## src/rtl/data_synchronizer_pkg.sv

```systemverilog
// Shared types and limits for the multi-channel data synchronizer.
package data_synchronizer_pkg;

  localparam int MIN_STAGE_COUNT = 2;

  typedef enum logic {
    IDLE      = 1'b0,
    WAIT_DROP = 1'b1
  } channel_state_t;

endpackage

```

## src/rtl/data_synchronizer_channel.sv

```systemverilog
// One channel: valid synchronizer, rising-edge pulse, capture FSM and four-phase ack.
// Optional checker enabled by DATA_SYNCHRONIZER_PROTOCOL_CHECK_EN.
module data_synchronizer_channel
  import data_synchronizer_pkg::*;
#(
  parameter int STAGE_COUNT = 2,
  parameter int BUS_WIDTH   = 8
) (
  input  logic                 clk,
  input  logic                 reset,
  input  logic                 asynchronous_data_valid,
  input  logic [BUS_WIDTH-1:0] asynchronous_data,
  output logic [BUS_WIDTH-1:0] synchronous_data,
  output logic                 synchronous_data_valid,
  output logic                 Q_pulse_generator,
  output logic                 asynchronous_data_ack
`ifdef DATA_SYNCHRONIZER_PROTOCOL_CHECK_EN
  ,
  output logic                 protocol_error
`endif
);

  channel_state_t         state, state_next;
  logic [STAGE_COUNT-1:0] sync_q;
  logic                   sync_out;
  logic                   pulse;
  logic [BUS_WIDTH-1:0]   data_next;
  logic                   valid_next;
  logic                   ack_next;

  assign sync_out = sync_q[STAGE_COUNT-1];
  assign pulse    = sync_out & ~Q_pulse_generator;

  // NOTE: every signal gets a default before the case, so no path can infer a latch.
  always_comb begin
    state_next = state;
    data_next  = synchronous_data;
    valid_next = 1'b0;
    ack_next   = asynchronous_data_ack;
    case (state)
      IDLE: begin
        if (pulse) begin
          data_next  = asynchronous_data;
          valid_next = 1'b1;
          ack_next   = 1'b1;
          state_next = WAIT_DROP;
        end
      end
      WAIT_DROP: begin
        if (!sync_out) begin
          ack_next   = 1'b0;
          state_next = IDLE;
        end
      end
    endcase
  end

  // NOTE: non-blocking assignments so every flop samples pre-edge values together.
  always_ff @(posedge clk) begin
    if (reset) begin
      sync_q                 <= '0;
      Q_pulse_generator      <= 1'b0;
      state                  <= IDLE;
      synchronous_data       <= '0;
      synchronous_data_valid <= 1'b0;
      asynchronous_data_ack  <= 1'b0;
    end else begin
      sync_q                 <= {sync_q[STAGE_COUNT-2:0], asynchronous_data_valid};
      Q_pulse_generator      <= sync_out;
      state                  <= state_next;
      synchronous_data       <= data_next;
      synchronous_data_valid <= valid_next;
      asynchronous_data_ack  <= ack_next;
    end
  end

`ifdef DATA_SYNCHRONIZER_PROTOCOL_CHECK_EN
  // Source data must stay put while the handshake is open; two hits in a row filter metastable reads.
  logic mismatch;
  logic mismatch_q;

  assign mismatch = (state == WAIT_DROP) && sync_out && (asynchronous_data != synchronous_data);

  always_ff @(posedge clk) begin
    if (reset) begin
      mismatch_q     <= 1'b0;
      protocol_error <= 1'b0;
    end else begin
      mismatch_q <= mismatch;
      if (mismatch && mismatch_q) protocol_error <= 1'b1;
    end
  end
`endif

endmodule

```

## src/rtl/multi_channel_data_synchronizer.sv

```systemverilog
// CHANNEL_COUNT independent valid/data synchronizers with four-phase acknowledge.
// Optional protocol_error output enabled by DATA_SYNCHRONIZER_PROTOCOL_CHECK_EN.
module multi_channel_data_synchronizer
  import data_synchronizer_pkg::*;
#(
  parameter int STAGE_COUNT   = 2,
  parameter int BUS_WIDTH     = 8,
  parameter int CHANNEL_COUNT = 4
) (
  input  logic                               clk,
  input  logic                               reset,
  input  logic [CHANNEL_COUNT-1:0]           asynchronous_data_valid,
  input  logic [CHANNEL_COUNT*BUS_WIDTH-1:0] asynchronous_data,
  output logic [CHANNEL_COUNT*BUS_WIDTH-1:0] synchronous_data,
  output logic [CHANNEL_COUNT-1:0]           synchronous_data_valid,
  output logic [CHANNEL_COUNT-1:0]           Q_pulse_generator,
  output logic [CHANNEL_COUNT-1:0]           asynchronous_data_ack
`ifdef DATA_SYNCHRONIZER_PROTOCOL_CHECK_EN
  ,
  output logic [CHANNEL_COUNT-1:0]           protocol_error
`endif
);

  if (STAGE_COUNT < MIN_STAGE_COUNT) begin : g_bad_stage_count
    $error("STAGE_COUNT must be at least %0d", MIN_STAGE_COUNT);
  end
  if (CHANNEL_COUNT < 1) begin : g_bad_channel_count
    $error("CHANNEL_COUNT must be at least 1");
  end

  for (genvar c = 0; c < CHANNEL_COUNT; c++) begin : g_channel
    data_synchronizer_channel #(
      .STAGE_COUNT(STAGE_COUNT),
      .BUS_WIDTH  (BUS_WIDTH)
    ) u_channel (
      .clk                    (clk),
      .reset                  (reset),
      .asynchronous_data_valid(asynchronous_data_valid[c]),
      .asynchronous_data      (asynchronous_data[c*BUS_WIDTH +: BUS_WIDTH]),
      .synchronous_data       (synchronous_data[c*BUS_WIDTH +: BUS_WIDTH]),
      .synchronous_data_valid (synchronous_data_valid[c]),
      .Q_pulse_generator      (Q_pulse_generator[c]),
      .asynchronous_data_ack  (asynchronous_data_ack[c])
`ifdef DATA_SYNCHRONIZER_PROTOCOL_CHECK_EN
      ,
      .protocol_error         (protocol_error[c])
`endif
    );
  end

endmodule

```

## config.mk

```make
export PLATFORM = sky130hd
export DESIGN_NAME = multi_channel_data_synchronizer
export DESIGN_NICKNAME = d
export VERILOG_FILES = /design/src/rtl/data_synchronizer_pkg.sv /design/src/rtl/data_synchronizer_channel.sv /design/src/rtl/multi_channel_data_synchronizer.sv
export SDC_FILE = /design/constraint.sdc
export NUM_CORES = 1
export LEC_CHECK = 0
export ABC_AREA = 1
export BUFFER_PORTS_ARGS = -buffer_cell sky130_fd_sc_hd__buf_2
export CAP_MARGIN = 20
export CORE_UTILIZATION = 45
export DETAILED_ROUTE_END_ITERATION = 6
export PLACE_DENSITY = 0.74
export SETUP_SLACK_MARGIN = 0.4
export SYNTH_ARGS = -nofsm -noshare
export SYNTH_HDL_FRONTEND = slang
export SYNTH_SLANG_ARGS = --single-unit
```

## constraint.sdc

```tcl
create_clock -name clk -period 1 [get_ports clk]
set_input_delay 0.1 -clock clk [delete_from_list [all_inputs] [get_ports clk]]
set_output_delay 0.1 -clock clk [all_outputs]
set_load 0.005 [all_outputs]
```

; Yosys cells after proc, flatten, opt, wreduce, memory -nomap -nowiden
; Index checks and enable logic that the tools add are counted.
[totals]
reg_bits = 56
output_inout_bits = 44
wordCells = 80
[classes]
n_eq_ne = 8
muxes = 24
bitwise_logic = 12
n_reduce_logical = 12
[ops]
columns = op, n
row1 = 1-bit 2-to-1 mux, 16
row2 = 1-bit case mux with 2 select lines, 8
row3 = 2-bit AND reduction, 8
row4 = "2-bit by 1-bit inequality test with 1-bit output, second input constant", 4
row5 = "2-bit inequality test, second input constant", 4
row6 = 1-bit NOT, 8
row7 = 2-bit OR reduction, 4
row8 = 1-bit bitwise AND, 4

; Logic depth before layout (Yosys ltp)
[depth]
ltp_word = 4
mapped_depth = 5
depth_no_buf = 5

; Modules after synthesis
; Synthesis repeated with hierarchy kept, for this count alone.
[unflattened]
cells_unflattened = 280
area_unflattened_um2 = 2102.0
[by_module_without_submodules]
columns = mod, instances, cells_per_inst, area_per_inst_um2
row1 = data_synchronizer_channel, 4, 70, 525.5

; Worst setup path after synthesis
; OpenSTA, ideal clock, no wires.
[synth_timing]
path_kind = reg2reg
startpoint = register g_channel[3].u_channel.Q_pulse_generator
endpoint = register g_channel[3].u_channel.synchronous_data[0]
setup_ns = 0.113
arrival_ns = 0.762
t_required_ns = 0.887
setup_slack_ns = 0.125
path_stages_with_launch = 6
n_path_buf = 1
synth_period_minus_slack_ns = 0.875
path_cell_list = dfxtp_1 inv_1 nand3_4 buf_6 nor2_1 nor2_1
[synth_between]
elab_chain_cells = 3
[synth_rtl]
columns = item, line
row1 = "start, declared", data_synchronizer_channel.sv:15  ; output logic Q_pulse_generator,
row2 = "start signal, assigned", data_synchronizer_channel.sv:69  ; Q_pulse_generator <= sync_out;
row3 = 1-bit NOT, data_synchronizer_channel.sv:32  ; assign pulse = sync_out & ~Q_pulse_generator;
row4 = 1-bit bitwise AND, data_synchronizer_channel.sv:32
row5 = 2-bit AND reduction (no line), --
row6 = "end signal, assigned", data_synchronizer_channel.sv:71  ; synchronous_data <= data_next;
row7 = "end, declared", data_synchronizer_channel.sv:13  ; output logic [BUS_WIDTH-1:0] synchronous_data,
; No other way between the ends.
; A chain may end at the register's enable or synchronous reset.

; Final worst setup path
[layout_timing]
startpoint = register g_channel[2].u_channel.state
endpoint = register g_channel[2].u_channel.synchronous_data[1]
[layout_between]
elab_chain_cells = 2
[layout_rtl]
columns = item, line
row1 = "start, declared", data_synchronizer_channel.sv:23  ; channel_state_t state, state_next;
row2 = "start signal, assigned", data_synchronizer_channel.sv:70  ; state <= state_next;
row3 = 1-bit NOT (no line), --
row4 = 2-bit AND reduction (no line), --
row5 = "end signal, assigned", data_synchronizer_channel.sv:71
row6 = "end, declared", data_synchronizer_channel.sv:13
; No other way between the ends.

==> flow_metrics.env <==
export IMPL_status="complete, but fails checks"
export IMPL_violations="hold timing"
export IMPL_arrival_ns=1.13
export IMPL_syn_avg_cell_area_um2=7.50
export IMPL_synth_cells=291
export IMPL_pwr_share_clk_pct=30.0
export IMPL_cpLargestDelayFamily="simple AND/OR/NAND/NOR gates"
export IMPL_setup_viol=0
export IMPL_wl_per_cell_um=11.0
export IMPL_hold_ws_ns=-0.00817
export IMPL_fin_cells=431
export IMPL_tightest_slew_ns=0.183
export IMPL_fin_crit_sh_pct=88.6
export IMPL_drcViolationCount=0
export IMPL_postLayoutCellArea_um2=3090
export IMPL_cap_viol_max_count=0
export IMPL_cp_max_fo=5
export IMPL_drt_initial_drc_count=57
export IMPL_grt_pass1_vias=1708
export IMPL_reg2reg_to="g_channel[2].u_channel.synchronous_data[1]"
export IMPL_regToRegSetupSlack_ns=0.11
export IMPL_intPower_mw=3.16
export IMPL_postPlaceCellArea_um2=2530
export IMPL_finalCriticalPeriod_ns=0.886
export IMPL_htreeDepth=2
export IMPL_dp_hpwl_um=2710
export IMPL_die_h_um=71.6
export IMPL_seqPwrFrac_pct=57.5
export IMPL_hold_depth=3
export IMPL_clockBufferDepth=2
export IMPL_boundaryPins=82
export IMPL_cts_root_buf="clkbuf_8"
export IMPL_cts_buffers=5
export IMPL_viasPerCell=4.55
export IMPL_diodes=0
export IMPL_rsz0062_at_grt="true"
export IMPL_power_per_cell_area_nw_per_um2=1360
export IMPL_slowest_delay_ns=0.35
export IMPL_hold_viol=2
export IMPL_grt_pass1_wl_um=7150
export IMPL_vias=1963
export IMPL_grt_use_total_pct=17.8
export IMPL_rows=24
export IMPL_drive_gt1_share_pct=50.4
export IMPL_layout_nets=416
export IMPL_layout_cells_most_common_list="nor2_1 (70), buf_2 (69), nand2_1 (61), dfxtp_2 (43), inv_1 (42)"
export IMPL_dieArea_um2=5130
export IMPL_power_mw=4.21
export IMPL_yosys_warnings=0
export IMPL_crit_chain="inv_4 -> nand3_4 -> nand2_1 -> nand2_1 -> nor2_1"
export IMPL_clock_skew_ns=0.00720
export IMPL_reg2reg_depth=5
export IMPL_worstPathRequired_ns=1.24
export IMPL_syn_nets=329
export IMPL_combPwrFrac_pct=12.5
export IMPL_holdPathEnd="g_channel[2].u_channel.sync_q[0]"
export IMPL_antenna_found_initial=0
export IMPL_tns_ns=0
export IMPL_leakage_nw=1.57
export IMPL_ys_seq_area_share_pct=51.4
export IMPL_setup_ws_ns=0.114
export IMPL_critPathBufInv=1
export IMPL_grt_max_degree=19
export IMPL_power_net_switching_mw=1.05
export IMPL_ys_types=11
export IMPL_port_buffers=81
export IMPL_antenna_left=0
export IMPL_cp_start_kind="flip-flop"
export IMPL_dp_cells=407
export IMPL_slew_headroom_pct=87.8
export IMPL_wl_um=4740
export IMPL_final_common_cell="nor2_1"
export IMPL_pre_cts_slack_ns=0.104
export IMPL_reg2reg_from="g_channel[2].u_channel.state"
export IMPL_clock_latency_ns=0.31
export IMPL_hp_start="asynchronous_data_valid[2]"
export IMPL_ir_drop_mv=0.828
export IMPL_core_area_um2=4500
export IMPL_hold_path_class="input pin to flip-flop"
export IMPL_syn_to_final_growth_pct=41.5
export IMPL_cts_tree="built"
export IMPL_ys_ff_latch=56
export IMPL_cts_clk_slew_worst_paths_ns=0.10
export IMPL_final_util_pct=68.6
export IMPL_cts_sinks=56
export IMPL_worst_setup_path_end_kind="flip-flop"
export IMPL_start_util_pct=48.4
export IMPL_gp_congestion=0.732
export IMPL_drv_slew=0
export IMPL_critical_path_class="flip-flop to flip-flop"
export IMPL_die_width_um=71.6
export IMPL_cp_common_cell="nand2_1"
export IMPL_p_sw_share_pct=24.9
export IMPL_overflow=0
export IMPL_ctsHoldBuffers=1
export IMPL_netlist_area_um2=2180
export IMPL_first_pass_iters=4
export IMPL_fmax_ghz=1.13
export IMPL_slowest_stage="dfxtp_2"
## how the worst max path moves through the flow
stage / endpoint / startpoint / slack [ns] / cells after the start
3_3_place_gp: g_channel[1].u_channel.synchronous_data[3] / g_channel[1].u_channel.Q_pulse_generator / 0.12 / 4
2_1_floorplan: g_channel[0].u_channel.synchronous_data[0] / g_channel[0].u_channel.Q_pulse_generator / 0.16 / 5
5_1_grt: Q_pulse_generator[0] / g_channel[0].u_channel.Q_pulse_generator / 0.07 / 1
6_report: g_channel[2].u_channel.synchronous_data[1] / g_channel[2].u_channel.state / 0.11 / 5
3_5_place_dp: g_channel[0].u_channel.synchronous_data[7] / g_channel[0].u_channel.Q_pulse_generator / 0.10 / 5
4_1_cts: Q_pulse_generator[0] / g_channel[0].u_channel.Q_pulse_generator / 0.12 / 1
## cell usage after synthesis
cell type / number / area, µm²
a21oi_2: 4 / 35.0
o21ai_0: 4 / 20.0
inv_1: 54 / 203
buf_4: 13 / 97.6
nor2_1: 80 / 300
nand2_1: 64 / 240
buf_2: 4 / 20.0
dfxtp_1: 56 / 1120
buf_6: 4 / 45.0
nand3_4: 4 / 70.1
o21a_1: 4 / 30.0
## state kept, by name, summed over array words and instances, names as in the netlist
| signal | count |
|---|---|
| g_channel.u_channel.synchronous_data | 32 |
| g_channel.u_channel.sync_q | 8 |
| g_channel.u_channel.Q_pulse_generator | 4 |
| g_channel.u_channel.asynchronous_data_ack | 4 |
| g_channel.u_channel.state | 4 |
| g_channel.u_channel.synchronous_data_valid | 4 |
## cell type report
| cell class | instances | area (µm²) |
|---|---|---|
| clock buffer | 6 | 82.6 |
| clock inverter | 2 | 15.0 |
| fill | 367 | 1420 |
| inverter | 54 | 235 |
| multi-input combinational | 172 | 950 |
| sequential | 56 | 1200 |
| tap | 52 | 65.1 |
| timing repair buffer | 89 | 543 |
## kinds of logic after synthesis
logic type             share of synthesized area [%]
buffers and inverters                           16.7
AOI/OAI and AO/OA                               3.90
and+or+nand+nor                                 28.0
DFF                                             51.4
## worst min-delay path: stages
cell and delay, ns:
buf_2 0.07, inv_1 0.03, nor2_1 0.06
## power by group through the flow
stage,sequential [mW],clock (mW),combinational [mW]
final,2.42,1.26,0.527
after global routing,2.43,1.43,0.592
after global placement,2.43,0,0.415
after detailed placement,2.44,0,0.422
after floorplan,2.44,0,0.261
after CTS,2.40,1.34,0.470
## metal layers
layer / routed length (µm) / GRT usage [%]
met3: 371 / 6.89
met2: 2380 / 30.8
met1: 1930 / 20.2
met5: 0 / 0
met4: 61 / 5.45
## timing repair
action                                  4_1_cts  5_1_grt
gates cloned                                  8        4
gates resized for setup                      56       55
setup buffers                                 1        2
pin swaps                                     4       10
endpoints found under the setup margin       90       92
endpoints found under the hold margin        11        3
Note: power is estimated with default switching activity, not from simulation.
